`config.mk`:
```
export PLATFORM = sky130hd
export DESIGN_NAME = axis_pkt_source_flat
export DESIGN_NICKNAME = d
export VERILOG_FILES = /design/src/rtl/axis_pkt_source_if.sv /design/src/rtl/axis_pkt_source.sv /design/src/flat_wrapper.sv
export SDC_FILE = /design/constraint.sdc
export NUM_CORES = 1
export LEC_CHECK = 0
export CAP_MARGIN = 25
export CORE_MARGIN = 2
export CORE_UTILIZATION = 52
export CTS_CLUSTER_DIAMETER = 60
export CTS_CLUSTER_SIZE = 28
export DETAILED_ROUTE_END_ITERATION = 10
export PLACE_DENSITY = 0.84
export SLEW_MARGIN = 10
export SYNTH_ARGS = -nofsm -noshare
export SYNTH_HDL_FRONTEND = slang
export SYNTH_SLANG_ARGS = --single-unit
```
`constraint.sdc`:
```
create_clock -name clk -period 3 [get_ports clk]
set_input_delay 0.3 -clock clk [delete_from_list [all_inputs] [get_ports clk]]
set_output_delay 0.3 -clock clk [all_outputs]
set_load 0.05 [all_outputs]
```
`src/rtl/axis_pkt_source_if.sv`:
```
// AXI4-Stream link between a packet source and its sink.
//   tdata  : stream data, DATA_WIDTH bits (master -> slave)
//   tvalid : beat valid (master -> slave)
//   tlast  : final beat of the packet (master -> slave)
//   tready : slave can accept the beat (slave -> master)
interface axis_pkt_source_if #(
  parameter int DATA_WIDTH = 32
) ();
  logic [DATA_WIDTH-1:0] tdata;
  logic                  tvalid;
  logic                  tlast;
  logic                  tready;

  modport master (
    output tdata,
    output tvalid,
    output tlast,
    input  tready
  );

  modport slave (
    input  tdata,
    input  tvalid,
    input  tlast,
    output tready
  );
endinterface

```
`src/rtl/axis_pkt_source.sv`:
```
// AXI4-Stream packet source. A start command emits num_pkts packets of
// pkt_len beats each; data increments by one per transferred beat starting
// at seed, with an optional gap of idle cycles between packets.
//   clk, reset_n        : clock, asynchronous active-low reset
//   start               : command strobe, honoured only when idle
//   pkt_len, num_pkts   : beats per packet / packets per command (0 = ignore)
//   gap                 : idle cycles between packets of one command
//   seed                : data of the first beat of the command
//   axis                : stream master port (tdata/tvalid/tlast, tready)
//   busy, done          : command in progress / one-cycle completion pulse
//   pkt_count           : packets completed since reset, wrapping
//
// state   | meaning
// --------+-----------------------------------------------------------
// ST_IDLE | waiting for a valid start command
// ST_SEND | presenting beats (tvalid=1) until the final packet's last beat
// ST_GAP  | tvalid=0 between packets, gap_cnt_q counting down to one
module axis_pkt_source #(
  parameter int DATA_WIDTH = 32
) (
  input  logic                  clk,
  input  logic                  reset_n,
  input  logic                  start,
  input  logic [7:0]            pkt_len,
  input  logic [7:0]            num_pkts,
  input  logic [3:0]            gap,
  input  logic [DATA_WIDTH-1:0] seed,
  axis_pkt_source_if.master     axis,
  output logic                  busy,
  output logic                  done,
  output logic [15:0]           pkt_count
);

  typedef enum logic [1:0] {
    ST_IDLE,
    ST_SEND,
    ST_GAP
  } state_t;

  state_t                state_q, state_d;
  logic [DATA_WIDTH-1:0] tdata_q, tdata_d;
  logic                  tvalid_q, tvalid_d;
  logic                  tlast_q, tlast_d;
  logic                  busy_q, busy_d;
  logic                  done_q, done_d;
  logic [15:0]           pkt_count_q, pkt_count_d;
  logic [7:0]            beat_q, beat_d;
  logic [7:0]            pkts_left_q, pkts_left_d;
  logic [3:0]            gap_cnt_q, gap_cnt_d;
  logic [7:0]            len_q, len_d;
  logic [3:0]            gap_q, gap_d;
  logic                  xfer;

  assign xfer = tvalid_q && axis.tready;

  always_ff @(posedge clk or negedge reset_n) begin
    if (!reset_n) begin
      state_q     <= ST_IDLE;
      tdata_q     <= '0;
      tvalid_q    <= 1'b0;
      tlast_q     <= 1'b0;
      busy_q      <= 1'b0;
      done_q      <= 1'b0;
      pkt_count_q <= 16'd0;
      beat_q      <= 8'd0;
      pkts_left_q <= 8'd0;
      gap_cnt_q   <= 4'd0;
      len_q       <= 8'd0;
      gap_q       <= 4'd0;
    end else begin
      state_q     <= state_d;
      tdata_q     <= tdata_d;
      tvalid_q    <= tvalid_d;
      tlast_q     <= tlast_d;
      busy_q      <= busy_d;
      done_q      <= done_d;
      pkt_count_q <= pkt_count_d;
      beat_q      <= beat_d;
      pkts_left_q <= pkts_left_d;
      gap_cnt_q   <= gap_cnt_d;
      len_q       <= len_d;
      gap_q       <= gap_d;
    end
  end

  always_comb begin
    state_d     = state_q;
    tdata_d     = tdata_q;
    tvalid_d    = tvalid_q;
    tlast_d     = tlast_q;
    busy_d      = busy_q;
    done_d      = 1'b0;
    pkt_count_d = pkt_count_q;
    beat_d      = beat_q;
    pkts_left_d = pkts_left_q;
    gap_cnt_d   = gap_cnt_q;
    len_d       = len_q;
    gap_d       = gap_q;

    case (state_q)
      ST_IDLE: begin
        // done_q blocks a start sampled in the completion cycle itself
        if (start && !done_q && (pkt_len != 8'd0) && (num_pkts != 8'd0)) begin
          len_d       = pkt_len;
          pkts_left_d = num_pkts;
          gap_d       = gap;
          tdata_d     = seed;
          tvalid_d    = 1'b1;
          tlast_d     = (pkt_len == 8'd1);
          busy_d      = 1'b1;
          beat_d      = 8'd1;
          state_d     = ST_SEND;
        end
      end

      ST_SEND: begin
        if (xfer) begin
          tdata_d = tdata_q + DATA_WIDTH'(1);
          if (tlast_q) begin
            pkt_count_d = pkt_count_q + 16'd1;
            beat_d      = 8'd1;
            if (pkts_left_q == 8'd1) begin
              pkts_left_d = 8'd0;
              tvalid_d    = 1'b0;
              tlast_d     = 1'b0;
              busy_d      = 1'b0;
              done_d      = 1'b1;
              state_d     = ST_IDLE;
            end else begin
              pkts_left_d = pkts_left_q - 8'd1;
              if (gap_q == 4'd0) begin
                tlast_d = (len_q == 8'd1);
              end else begin
                tvalid_d  = 1'b0;
                tlast_d   = 1'b0;
                gap_cnt_d = gap_q;
                state_d   = ST_GAP;
              end
            end
          end else begin
            beat_d  = beat_q + 8'd1;
            tlast_d = ((beat_q + 8'd1) == len_q);
          end
        end
      end

      ST_GAP: begin
        // terminal count at one so the idle stretch is exactly gap_q cycles
        if (gap_cnt_q == 4'd1) begin
          gap_cnt_d = 4'd0;
          tvalid_d  = 1'b1;
          tlast_d   = (len_q == 8'd1);
          state_d   = ST_SEND;
        end else begin
          gap_cnt_d = gap_cnt_q - 4'd1;
        end
      end

      default: begin
        state_d = ST_IDLE;
      end
    endcase
  end

  assign axis.tdata  = tdata_q;
  assign axis.tvalid = tvalid_q;
  assign axis.tlast  = tlast_q;
  assign busy        = busy_q;
  assign done        = done_q;
  assign pkt_count   = pkt_count_q;

endmodule
```
`src/flat_wrapper.sv`:
```
// flat-port wrapper written by rule: the top's interface ports become plain ports
module axis_pkt_source_flat 
#(
  parameter int DATA_WIDTH = 32
)
  (clk, reset_n, start, pkt_len, num_pkts, gap, seed, busy, done, pkt_count, axis_tdata, axis_tvalid, axis_tlast, axis_tready);
  axis_pkt_source_if #(.DATA_WIDTH(DATA_WIDTH)) axis_i ();
  input  logic clk;
  input  logic reset_n;
  input  logic start;
  input  logic [7:0] pkt_len;
  input  logic [7:0] num_pkts;
  input  logic [3:0] gap;
  input  logic [DATA_WIDTH-1:0] seed;
  output logic busy;
  output logic done;
  output logic [15:0] pkt_count;
  output wire logic [$bits(axis_i.tdata)-1:0] axis_tdata;
  output wire logic [$bits(axis_i.tvalid)-1:0] axis_tvalid;
  output wire logic [$bits(axis_i.tlast)-1:0] axis_tlast;
  input wire logic [$bits(axis_i.tready)-1:0] axis_tready;
  assign axis_tdata = axis_i.tdata;
  assign axis_tvalid = axis_i.tvalid;
  assign axis_tlast = axis_i.tlast;
  assign axis_i.tready = axis_tready;
  axis_pkt_source #(.DATA_WIDTH(DATA_WIDTH)) u_core (.clk(clk), .reset_n(reset_n), .start(start), .pkt_len(pkt_len), .num_pkts(num_pkts), .gap(gap), .seed(seed), .axis(axis_i), .busy(busy), .done(done), .pkt_count(pkt_count));
endmodule
```
* Word level (Yosys, flattened, before mapping)
Cells that the tools add are included.
** Storage, ports and cells
- Input bits :: 56
- Word-level logic and storage cells :: 100
- Output and inout port bits :: 52
- Flip-flop bits (word level) :: 86
** Operators by class
- Add/subtract/negate cells :: 5
- Reductions and logical operators :: 21
- Equal/unequal tests :: 15
- Mux-type cells :: 47
** Operators by type and width (number)
- $mux W32 :: 2
- $pmux W32 S2 :: 1
- $mux W8 :: 7
- $add A32 B1 Y32 const B :: 1
- $pmux W8 S2 :: 2
- $eq A8 B1 Y1 const B :: 3
- $mux W4 :: 5
- $mux W1 :: 19
- $add A16 B1 Y16 const B :: 1
- $reduce_bool A8 Y1 :: 2
- $reduce_and A5 Y1 :: 3
- $mux W2 :: 6
- $ne A2 B1 Y1 const B :: 5
- $add A8 B1 Y8 const B :: 1
- $eq A8 B8 Y1 :: 1
- $pmux W4 S2 :: 1
- $reduce_and A4 Y1 :: 2
- $sub A8 B1 Y8 const B :: 1
- $pmux W1 S3 :: 2
- $pmux W2 S3 :: 1
- $reduce_and A3 Y1 :: 2
- $reduce_and A6 Y1 :: 1
- $eq A4 B1 Y1 const B :: 1
- $logic_and A1 B1 Y1 :: 4
- 12 further kinds :: 14

* Depth between registers and ports, before layout
- Depth after elaboration :: 6
- Mapped depth :: 9
- Mapped depth without buffers :: 8

* Worst setup path before layout
OpenSTA, ideal clock, no wires.
- Path type :: reg2reg
- Start point :: register u_core.tdata_q[0], in the netlist u_core.axis.tdata[0]
- End point :: register u_core.tdata_q[26], in the netlist u_core.axis.tdata[26]
- Arrival :: 2361 ps
- Setup time :: 96 ps
- Period minus slack after synthesis :: 2457 ps
- Cell stages (with the launch flop) :: 9
- Setup slack :: 543 ps
- Required time :: 2904 ps
- Buffers on the path :: 1
- Path through :: dfrtp_1 -> ha_1 -> nand3_1 -> nor2_1 -> or4b_1 -> buf_2 -> nor3_2 -> nor3_1 -> a311oi_2
** On the way
- Longest elaborated chain between the ends :: 3
** RTL lines
- start, declared :: RTL line axis_pkt_source.sv:41 : logic [DATA_WIDTH-1:0] tdata_q, tdata_d;
- start signal, assigned :: RTL line axis_pkt_source.sv:72 : tdata_q <= tdata_d;
- $add A32 B1 Y32 :: RTL line axis_pkt_source.sv:118 : tdata_d = tdata_q + DATA_WIDTH'(1);
- $mux W32 :: RTL line axis_pkt_source.sv:117 : if (xfer) begin
- $pmux W32 S2 :: RTL line axis_pkt_source.sv:100 : case (state_q)
No other way between the ends. The select of a mux whose other input is x is not followed.
A chain may end at the register's enable or synchronous reset.

* Worst setup path in the final report
- Start point :: register u_core.state_q[1]
- End point :: register u_core.tlast_q, in the netlist u_core.axis.tlast
** On the way
- Longest elaborated chain between the ends :: 3
- Elaborated cells on any way between the ends :: 9
- Those cells by class :: 5 x eq/ne; 1 x mux; 3 x reduce/logical
** RTL lines
- start, declared :: RTL line axis_pkt_source.sv:40 : state_t state_q, state_d;
- start signal, assigned :: RTL line axis_pkt_source.sv:71 : state_q <= state_d;
- $eq A2 B2 Y1, or another cell as far along :: RTL line axis_pkt_source.sv:100
- $ne A2 B1 Y1 (no source line) / $reduce_bool A3 Y1 (equally long branches)
- $reduce_and A4 Y1 (no source line)
- end signal, assigned :: RTL line axis_pkt_source.sv:74 : tlast_q <= tlast_d;
- end, declared :: RTL line axis_pkt_source.sv:43 : logic tlast_q, tlast_d;
Several ways; a longest one is shown, not always the timed one.

==> impl_metrics.json <==
{
  "outcome": "complete, no violations",
  "io_pins": 108,
  "htreeDepth": 3,
  "core_um2": 9820,
  "tns_ns": 0,
  "final_area_um2": 6720,
  "portBuffers": 107,
  "synth_edf_count": 0,
  "ys_top_cells_by_count": "86 x dfrtp_1, 64 x nand2_1, 58 x nor2_1",
  "grt_pass1_vias": 5238,
  "num_vias": 5272,
  "nNetsFinal": 777,
  "cts_sinks": 86,
  "fin_cells": 847,
  "yosys_register_bits": 86,
  "hold_viol": 0,
  "antennaDiodeCount": 0,
  "cts_resized": 0,
  "cp.arrival_ns": 2.88,
  "ys_warn_count": 0,
  "synth_area_leader_cell": "dfrtp_1",
  "rsz0062_at_grt": "no",
  "area_delta_synth_final_pct": 27.5,
  "grt_pass1_wl_um": 26100,
  "dpl.cell_count": 831,
  "synth_nets": 666,
  "drv_cap": 0,
  "final-setup-viol-count": 0,
  "p_total_mw": 2.06,
  "required_ns": 3.29,
  "dpl.hpwl_um": 11300,
  "via_per_inst": 6.22,
  "ys_seq_area_frac": 0.409,
  "syn_avg_cell_area_um2": 8.79,
  "die_area_um2": 11000,
  "drive_above_1_share": 0.0826,
  "drt_iter0_drc": 382,
  "ant_nets": 0,
  "cp-start-kind": "flip-flop",
  "synth.cell_area_um2": 5270,
  "grt_start_max_net_pins": 55,
  "grt_use_total": 0.291,
  "slew_headroom": 0.489,
  "path_max_fanout": 16,
  "yosys-top-cells-area": "dfrtp_1 41%, nand2_1 4.6%, nor2_1 4.1%",
  "critPathCaptureType": "flip-flop",
  "hp-class": "in -> async",
  "fin_crit_sh": 0.864,
  "p_leak_nw": 2.75,
  "die_x_um": 105,
  "cts_made_buffers": 9,
  "final.min_clock_period_ns": 2.59,
  "antenna_found_initial": 0,
  "clkLatencyLatePin_ns": 0.36,
  "synth_top_area_frac": 0.409,
  "syn_inst": 599,
  "drc_errors": 0,
  "fmax_ghz": 0.386,
  "power_density_nw_per_um2": 307,
  "synth_most_common_cell": "dfrtp_1",
  "fin_worst_skew_ns": 0.0105,
  "initial_core_util": 0.536,
  "nFillCells": 816,
  "core.rowCount": 36,
  "drv_slew": 0,
  "cts_tree": "done",
  "die_h_um": 105,
  "synth_flop_cell": "dfrtp_1",
  "clkTransAtPathRegs_ns": 0.08,
  "cts_max_path_buffers": 2,
  "wl_um": 15500,
  "dpl-instance-area_um2": 6550,
  "synth_cell_types": 74,
  "ctsRootBufferMaster": "clkbuf_8",
  "max-vdd-ir-drop_mv": 0.240,
  "tightest_slew_ns": 0.763,
  "place.gp.congestion": 0.885,
  "async_reset_ff_frac": 1.00,
  "firstDrtPassIters": 5,
  "critPathKind": "reg -> reg",
  "grt_overflow": 0,
  "wl_per_cell_um": 18.3
}
## state kept, by name, indices dropped and copies added, names as in the netlist
name / count
u_core.axis.tdata: 32
u_core.axis.tlast: 1
u_core.axis.tvalid: 1
u_core.beat_q: 8
u_core.busy: 1
u_core.done: 1
u_core.gap_cnt_q: 4
u_core.gap_q: 4
u_core.len_q: 8
u_core.pkt_count: 16
u_core.pkts_left_q: 8
u_core.state_q: 2
## worst paths after layout
kind / start / end / slack, ns / depth (start not counted)
max reg2reg: u_core.state_q[1] / u_core.axis.tlast / 0.41 / 8
max in group asynchronous: reset_n / u_core.axis.tlast / 1.93 / 3
min in group clk: u_core.pkt_count[15] / u_core.pkt_count[15] / 0.47 / 1
min: reset_n / u_core.gap_q[1] / 0.43 / 2
max: u_core.state_q[1] / u_core.axis.tlast / 0.41 / 8
min reg2reg: u_core.pkt_count[15] / u_core.pkt_count[15] / 0.47 / 1
## report_power, final
group / total (mW) / leakage (nW) / switching [mW] / internal, mW
Combinational: 0.174 / 1.53 / 0.0828 / 0.0908
Clock: 0.711 / 0.0752 / 0.416 / 0.294
Sequential: 1.18 / 1.14 / 0.0107 / 1.16
Total: 2.06 / 2.75 / 0.510 / 1.55
## routing by layer
layer  track usage  part of all wire
met4         0.102             0.023
met3        0.0618             0.080
met1         0.397              0.43
met5             0                 0
met2         0.462              0.47
## worst max-delay path, cell delays in order (launching register included)
cell and delay (ns):
dfrtp_1 0.42, inv_1 0.10, ha_1 0.31, inv_2 0.21, nor2_1 0.25, nand3_1 0.10
or4_1 0.40, a2111oi_0 0.54, o22a_1 0.20
## cells in the final DEF, fill, tap and decap left out, types with 4 or more instances in the layout
master,instances
nor3_1,21
nand2b_1,4
nor4_1,8
or3_1,9
xnor2_1,14
a22o_1,8
o311ai_1,6
buf_4,16
o21ai_1,6
dfrtp_1,86
clkbuf_8,9
ha_1,11
and4_1,4
o21ai_0,40
nor2b_1,6
and2_1,6
and3_1,18
a21o_1,6
a31oi_1,7
a221oi_1,4
mux2_2,12
clkdlybuf4s50_1,106
or4_1,4
nor2_1,58
xor2_1,8
nand2_1,64
nand4_1,15
nand3_1,28
a21oi_1,31
inv_1,18
## final cells by class
type | count | area [um^2] | share of cell area
Clock inverter | 4 | 25.0 | 0.00373
Sequential cell | 86 | 2150 | 0.320
Multi-Input combinational cell | 468 | 2930 | 0.436
Clock buffer | 11 | 131 | 0.0196
Inverter | 20 | 75.1 | 0.0112
Tap cell | 133 | 166 | 0.0248
Timing Repair Buffer | 125 | 1240 | 0.184
## logic make-up after synthesis
family | count (synthesis) | share of synthesized area
multiplexers | 16 | 0.0337
XOR/XNOR | 22 | 0.0366
buffers and inverters | 45 | 0.0354
AND/OR/NAND/NOR | 261 | 0.255
adder cells (fa/ha/maj) | 11 | 0.0261
AO/OA/AOI/OAI | 158 | 0.205
flip-flops | 86 | 0.409
## what timing repair did
action	4_1_cts	5_1_grt
buffers inserted	0	0
setup endpoints to repair	0	0
hold buffers	1	0
hold endpoints to repair	32	0
## stage by stage
stage | utilization | setup WS [ns] | hold WS [ns]
2_1_floorplan | - | 0.543 | 0.00441
3_3_place_gp | 0.664 | 0.361 | 0.456
3_5_place_dp | 0.667 | 0.226 | 0.280
4_1_cts | 0.684 | 0.490 | 0.432
5_1_grt | 0.684 | 0.252 | 0.463
6_report | 0.684 | 0.409 | 0.426
Power figures use the tool's default switching activity.
